File: src/rtl/trade_report_decoder.sv
// Receive-side decoder for the 5-byte trade report frame:
//   HEADER, trade action, profit[15:8], profit[7:0], FOOTER.
// Validates framing, enforces an inter-byte timeout inside a frame,
// presents decoded trade/profit with a one-cycle valid pulse and keeps
// saturating report/error counters. All outputs are registered.
module trade_report_decoder #(
  parameter logic [7:0]  HEADER         = 8'hAA,
  parameter logic [7:0]  FOOTER         = 8'h55,
  parameter int unsigned TIMEOUT_CYCLES = 50000,
  parameter int unsigned CNT_W          = 16
) (
  input  logic             clk,
  input  logic             rst,
  input  logic [7:0]       rx_data,
  input  logic             rx_valid,
  output logic [7:0]       trade_action,
  output logic [15:0]      profit,
  output logic             report_valid,
  output logic             frame_error,
  output logic [CNT_W-1:0] report_count,
  output logic [CNT_W-1:0] error_count
);

  localparam int unsigned TO_W = $clog2(TIMEOUT_CYCLES) + 1;
  // The timeout fires on the idle cycle in which the counter would step
  // onto TIMEOUT_CYCLES-1, so the frame is abandoned after
  // TIMEOUT_CYCLES-1 consecutive idle cycles.
  localparam logic [TO_W-1:0] TO_FIRE = TO_W'(TIMEOUT_CYCLES - 2);

  typedef enum logic [2:0] {
    WAIT_HEADER,
    GET_TRADE,
    GET_PHI,
    GET_PLO,
    GET_FOOTER
  } state_t;

  state_t          state;
  logic [TO_W-1:0] to_cnt;
  logic [7:0]      sh_trade;
  logic [7:0]      sh_phi;
  logic [7:0]      sh_plo;

  // Frame FSM, timeout counter, shadow registers and registered outputs.
  always_ff @(posedge clk) begin
    if (rst) begin
      state        <= WAIT_HEADER;
      to_cnt       <= '0;
      sh_trade     <= '0;
      sh_phi       <= '0;
      sh_plo       <= '0;
      trade_action <= '0;
      profit       <= '0;
      report_valid <= 1'b0;
      frame_error  <= 1'b0;
      report_count <= '0;
      error_count  <= '0;
    end else begin
      report_valid <= 1'b0;
      frame_error  <= 1'b0;

      if (state == WAIT_HEADER || rx_valid) begin
        to_cnt <= '0;
      end else if (to_cnt == TO_FIRE) begin
        to_cnt      <= '0;
        state       <= WAIT_HEADER;
        frame_error <= 1'b1;
        if (error_count != '1) error_count <= error_count + 1'b1;
      end else begin
        to_cnt <= to_cnt + 1'b1;
      end

      if (rx_valid) begin
        case (state)
          WAIT_HEADER: begin
            if (rx_data == HEADER) state <= GET_TRADE;
          end
          GET_TRADE: begin
            if (rx_data == 8'h01 || rx_data == 8'h02) begin
              sh_trade <= rx_data;
              state    <= GET_PHI;
            end else begin
              frame_error <= 1'b1;
              if (error_count != '1) error_count <= error_count + 1'b1;
              state <= (rx_data == HEADER) ? GET_TRADE : WAIT_HEADER;
            end
          end
          GET_PHI: begin
            sh_phi <= rx_data;
            state  <= GET_PLO;
          end
          GET_PLO: begin
            sh_plo <= rx_data;
            state  <= GET_FOOTER;
          end
          GET_FOOTER: begin
            if (rx_data == FOOTER) begin
              trade_action <= sh_trade;
              profit       <= {sh_phi, sh_plo};
              report_valid <= 1'b1;
              if (report_count != '1) report_count <= report_count + 1'b1;
              state <= WAIT_HEADER;
            end else begin
              frame_error <= 1'b1;
              if (error_count != '1) error_count <= error_count + 1'b1;
              state <= (rx_data == HEADER) ? GET_TRADE : WAIT_HEADER;
            end
          end
          default: state <= WAIT_HEADER;
        endcase
      end
    end
  end

endmodule

File: config.mk
export PLATFORM = sky130hd
export DESIGN_NAME = trade_report_decoder
export DESIGN_NICKNAME = d
export VERILOG_FILES = /design/src/rtl/trade_report_decoder.sv
export SDC_FILE = /design/constraint.sdc
export NUM_CORES = 1
export LEC_CHECK = 0
export BUFFER_PORTS_ARGS = -buffer_cell sky130_fd_sc_hd__buf_2
export CAP_MARGIN = 10
export CORE_AREA = 3 3 98 100
export CTS_BUF_LIST = sky130_fd_sc_hd__clkbuf_4 sky130_fd_sc_hd__clkbuf_8
export CTS_CLUSTER_DIAMETER = 40
export CTS_CLUSTER_SIZE = 28
export DETAILED_ROUTE_END_ITERATION = 8
export DIE_AREA = 0 0 101 103
export GPL_ROUTABILITY_DRIVEN = 0
export PLACE_DENSITY = 0.71
export RECOVER_POWER = 25
export SYNTH_ARGS = -nofsm -noshare
export SYNTH_HDL_FRONTEND = slang
export SYNTH_SLANG_ARGS = --single-unit
File: constraint.sdc
create_clock -name clk -period 2.2 [get_ports clk]
set_input_delay 0.11 -clock clk [delete_from_list [all_inputs] [get_ports clk]]
set_output_delay 0.11 -clock clk [all_outputs]
set_load 0.01 [all_outputs]
; ---- Word-level counts from Yosys, hierarchy flattened
; Index checks and enable logic that the tools add are counted.
[op_classes]
n_reduce_logical = 10
mux = 23
n_bitwise = 2
n_addsub = 3
n_eq_ne = 11
[op_table]
columns = cell, n
row1 = $mux W16, 7
row2 = $add A16 B1 Y16 const B, 2
row3 = $ne A16 B16 Y1 const B, 2
row4 = $pmux W16 S2, 1
row5 = $add A17 B1 Y17 const B, 1
row6 = $eq A17 B16 Y1 const B, 1
row7 = $pmux W3 S5, 1
row8 = $mux W3, 4
row9 = $eq A8 B1 Y1 const B, 1
row10 = $eq A8 B2 Y1 const B, 1
row11 = $eq A8 B7 Y1 const B, 1
row12 = $eq A8 B8 Y1 const B, 1
row13 = $mux W1, 8
row14 = $eq A3 B2 Y1 const B, 2
row15 = $reduce_and A3 Y1, 2
row16 = $reduce_or A3 Y1, 2
row17 = $reduce_and A2 Y1, 2
row18 = $reduce_and A4 Y1, 1
row19 = $eq A3 B1 Y1 const B, 1
row20 = $eq A3 B3 Y1 const B, 1
row21 = $logic_not A3 Y1, 1
row22 = $logic_or A1 B1 Y1, 2
row23 = $mux W2, 1
row24 = $not A1 Y1, 2
row25 = $pmux W1 S2, 1
[word_totals]
output_inout_bits = 58
ff_bits = 102
input_bits = 11

; ---- Logic depth before layout (Yosys ltp)
[logic_depth]
depth_word = 8
depth_mapped = 9
ltp_nobuf = 8

; ---- Worst setup path before layout
; Ideal clock, no wire load.
[synth_timing]
kind = reg2reg
start = reg to_cnt[3]
end = reg error_count[5]
setup_time_ns = 0.121
path_slack_ns = -0.036
period_less_slack_ns = 2.236
n_path_buf = 0
t_arrival_ns = 2.114
stages_incl_launch_ff = 7
path_cell_list = dfxtp_1 > or4b_4 > nor4_4 > nand2_2 > a22o_4 > or3_1 > mux2_4
[synth_between]
elab_chain_cells = 7
elab_cells_between_ends = 8
cone_classes = eq/ne: 1 / mux: 7
[synth_rtl]
columns = item, line_no
row1 = start: declaration, 39  ; logic [TO_W-1:0] to_cnt;
row2 = start signal: assignment, 70  ; to_cnt <= to_cnt + 1'b1;
row3 = $eq A17 B16 Y1 (*), 64  ; end else if (to_cnt == TO_FIRE) begin
row4 = $mux W16 (*), 64
row5 = $mux W16 (*), 62  ; if (state == WAIT_HEADER || rx_valid) begin
row6 = $mux W16, "84, 105"
row7 = "$mux W16, on equally long branches", "97, 79"
row8 = $pmux W16 S2, 74  ; case (state)
row9 = $mux W16 (*), 73  ; if (rx_valid) begin
row10 = end signal: assignment, 68  ; if (error_count != '1) error_count <= error_count + 1'b1;
row11 = end signal: assignment, 84  ; if (error_count != '1) error_count <= error_count + 1'b1;
row12 = end signal: assignment, 105  ; if (error_count != '1) error_count <= error_count + 1'b1;
row13 = end: declaration, 21  ; output logic [CNT_W-1:0] error_count
; Every way passes the cells marked *; elsewhere a longest branch is shown, timed or not.
; A chain may end at the register's enable or synchronous reset.

; ---- Worst setup path after layout
[layout_timing]
start = reg to_cnt[11]
end = reg error_count[5]
; The elaborated chain is that of the path after synthesis.

==> impl_metrics.ini <==
[timing]
fmax_ghz = 0.432
hold_viol_final = 0
slew_violations = 0
tightestPinTransition_ns = 0.515
fin_tns_setup_ns = -0.575
relSlewSlack = 0.655
setup_ws_ns = -0.113
rsz0062_at_grt = true
layout_min_cycle_time_ns = 2.31
holdWs_ns = 0.0272
clock_skew_ns = 0.00665
setup_viol = 8
min_period_over_period = 1.05

[global_route]
grt_max_degree = 40
grt_pass1_vias = 3353
grt_remaining_overflow = 0
antenna_found_initial = 0
grt.total_usage = 0.175
grt_first_pass_wirelength_um = 14800

[worst_setup_path]
r2r-end = error_count[5]$_SDFF_PP0_
startpoint_type = flop
reg2reg_slack_ns = -0.11
reg2reg_depth = 6
cp_data_required_time_ns = 2.46
reg2reg_from = to_cnt[11]$_SDFF_PP0_
cp_max_fo = 5
arrival_ns = 2.58
end_kind = flop
crit_type = reg -> reg

[final_layout]
regArea_um2 = 2040
multi_input_area_um2 = 2130
final_util = 0.583
drive_above_1_share = 0.177
num-fill-cells = 818
nets = 615
diodes = 0
area_delta_synth_final_pct = 20.3

[cts]
cts_root_buffer = clkbuf_8
clkTransAtPathRegs_ns = 0.10
htree_levels = 3
cts.path.max_buffers = 2
cts_buffers = 9
cts_tree = yes
clk-insertion-delay-late_ns = 0.37
cts_sinks = 102

[synth]
syn_inst = 503
netlist-cell-type-count = 55
async_reset_ff_frac = 0
synthesis.nets = 518
synthesis.area_um2 = 4250
yosysSeqAreaShare = 0.481
synth_top_area_frac = 0.481
synth_top_cell_by_area = dfxtp_1
synthTopCellsByArea = dfxtp_1 (48%), nand2_1 (9.1%), a21oi_1 (6.0%)
postSynthAreaPerCell_um2 = 8.44
synth_most_common_cell = nand2_1
synth_commonest_cells = nand2_1 (103), dfxtp_1 (102), nor2_1 (55)
synth_ff_type = dfxtp_1
ys_ff_latch = 102
yosys_warnings = 0
synth-edff-count = 0

[route]
drt_iter0_drc = 101
drtAntennaViolNets = 0
drt-pass1-iter-count = 4
via_per_inst = 5.25
drc = 0
drt-total-wl_um = 9230
via_count = 3746
post_drt_wl_per_cell_um = 12.9

[placed_design]
dpl.hpwl_um = 6640
dp_slack_ns = -0.101
port_buffers = 68

[run_status]
violations = setup timing
status = finished, violations left

[die]
fp.dieH_um = 103
num_rows = 34
dieArea_um2 = 10400
coreArea_um2 = 8760
start_util = 0.485
fp.dieW_um = 101
io_pins = 69

[min_path]
hp-class = in -> reg
hold_end = sh_phi[2]$_SDFFE_PP0P_
worstHoldPathCells = 3
hp-start = rx_data[2]

[power_and_ir_drop]
power_density_nw_per_um2 = 597
total_power_mw = 3.05
vdd_drop_max_uv = 341
power.leakage_nw = 1.84

[flow_run]
drv_cap = 0
[flip-flops by register name, summed over array words and instances (netlist names), 3 cells and up]
name / cells
sh_plo: 8
sh_phi: 8
state: 3
sh_trade: 8
trade_action: 8
profit: 16
error_count: 16
report_count: 16
to_cnt: 17
[cells in the final DEF (no fill, tap or decap), types with 2 or more instances in the layout]
master         synthesis  routed
a21oi_1               51      50
a22o_4                 1       2
a311oi_1               2       2
a31oi_1                4       4
and2_1                 9       9
and3_1                 6       6
buf_2                  0      31
buf_4                  0      35
clkbuf_1              20      37
clkbuf_8               0      10
clkinvlp_4             0       3
dfxtp_1              102     100
dfxtp_2                0       2
dlygate4sd3_1          0       2
ha_1                   4       4
inv_1                  6       6
inv_8                  0       2
mux2i_1                2       2
nand2_1              103     103
nand2b_1               2       2
nand3_1               26      26
nand4_1               11      11
nor2_1                55      55
nor2b_1                6       6
nor3_1                12      12
nor4_1                 5       4
o21ai_0                2       2
o31ai_1                3       3
or2_2                  2       2
or3_1                  3       3
or4_1                  6       6
xnor2_1               15      15
xor2_1                16      16
[cell type report]
cell class	instances	area share
Clock inverter	6	0.0105
Tap cell	108	0.0264
Sequential cell	102	0.400
Inverter	6	0.00441
Multi-Input combinational cell	375	0.417
Clock buffer	10	0.0269
Timing Repair Buffer	106	0.115
[repair_timing]
item / CTS / global route
gates resized for setup: 0 / 6
setup buffers: 1 / 1
endpoints found under the setup margin: 6 / 10
pin swaps: 1 / 1
hold buffers: 2 / 0
gates cloned: 0 / 1
hold endpoints to repair: 2 / 0
[per-layer routing]
metal | track usage | routed length (µm)
met1 | 0.223 | 4240
met2 | 0.290 | 4460
met3 | 0.0386 | 435
met4 | 0.0695 | 96
met5 | 0 | 0
[critical path, cell delays in order, from the launching register on]
cell and delay, ns:
dfxtp_2 0.33, or4b_4 0.54, nor4_4 0.29, nand2_2 0.12
a22o_4 0.29, or3_1 0.34, mux2_4 0.30
[worst max-delay path by stage]
| stage | depth (start not counted) | startpoint | slack, ns | to |
|---|---|---|---|---|
| after floorplan | 6 | to_cnt[11]$_SDFF_PP0_ | -0.03 | error_count[5]$_SDFF_PP0_ |
| after global placement | 6 | to_cnt[11]$_SDFF_PP0_ | -0.08 | error_count[5]$_SDFF_PP0_ |
| after detailed placement | 6 | to_cnt[11]$_SDFF_PP0_ | -0.10 | error_count[5]$_SDFF_PP0_ |
| after CTS | 6 | to_cnt[11]$_SDFF_PP0_ | -0.10 | error_count[5]$_SDFF_PP0_ |
| after global routing | 7 | to_cnt[11]$_SDFF_PP0_ | -0.20 | error_count[9]$_SDFF_PP0_ |
| final | 6 | to_cnt[11]$_SDFF_PP0_ | -0.11 | error_count[5]$_SDFF_PP0_ |
[cell families after synthesis]
| logic type | after synthesis | share of synthesized area |
|---|---|---|
| AOI/OAI and AO/OA | 74 | 0.103 |
| xor gates and xnor gates | 31 | 0.0639 |
| adders and majority gates | 4 | 0.0118 |
| buffers and inverters | 27 | 0.0256 |
| DFF | 102 | 0.481 |
| muxes | 4 | 0.0109 |
| and+or+nand+nor | 261 | 0.303 |
[metrics by stage]
stage	instances	area (µm²)
after floorplan	503	4250
after global placement	692	4890
after detailed placement	692	4890
after CTS	711	5110
after global routing	713	5110
final	713	5110
[power by group]
| part | switching (mW) | total, mW | internal (mW) | leakage, nW |
|---|---|---|---|---|
| Sequential | 0.0000888 | 1.84 | 1.84 | 0.822 |
| Combinational | 0.0457 | 0.0677 | 0.0220 | 0.929 |
| Clock | 0.678 | 1.14 | 0.462 | 0.0890 |
Note: power is estimated with default switching activity, not from simulation.
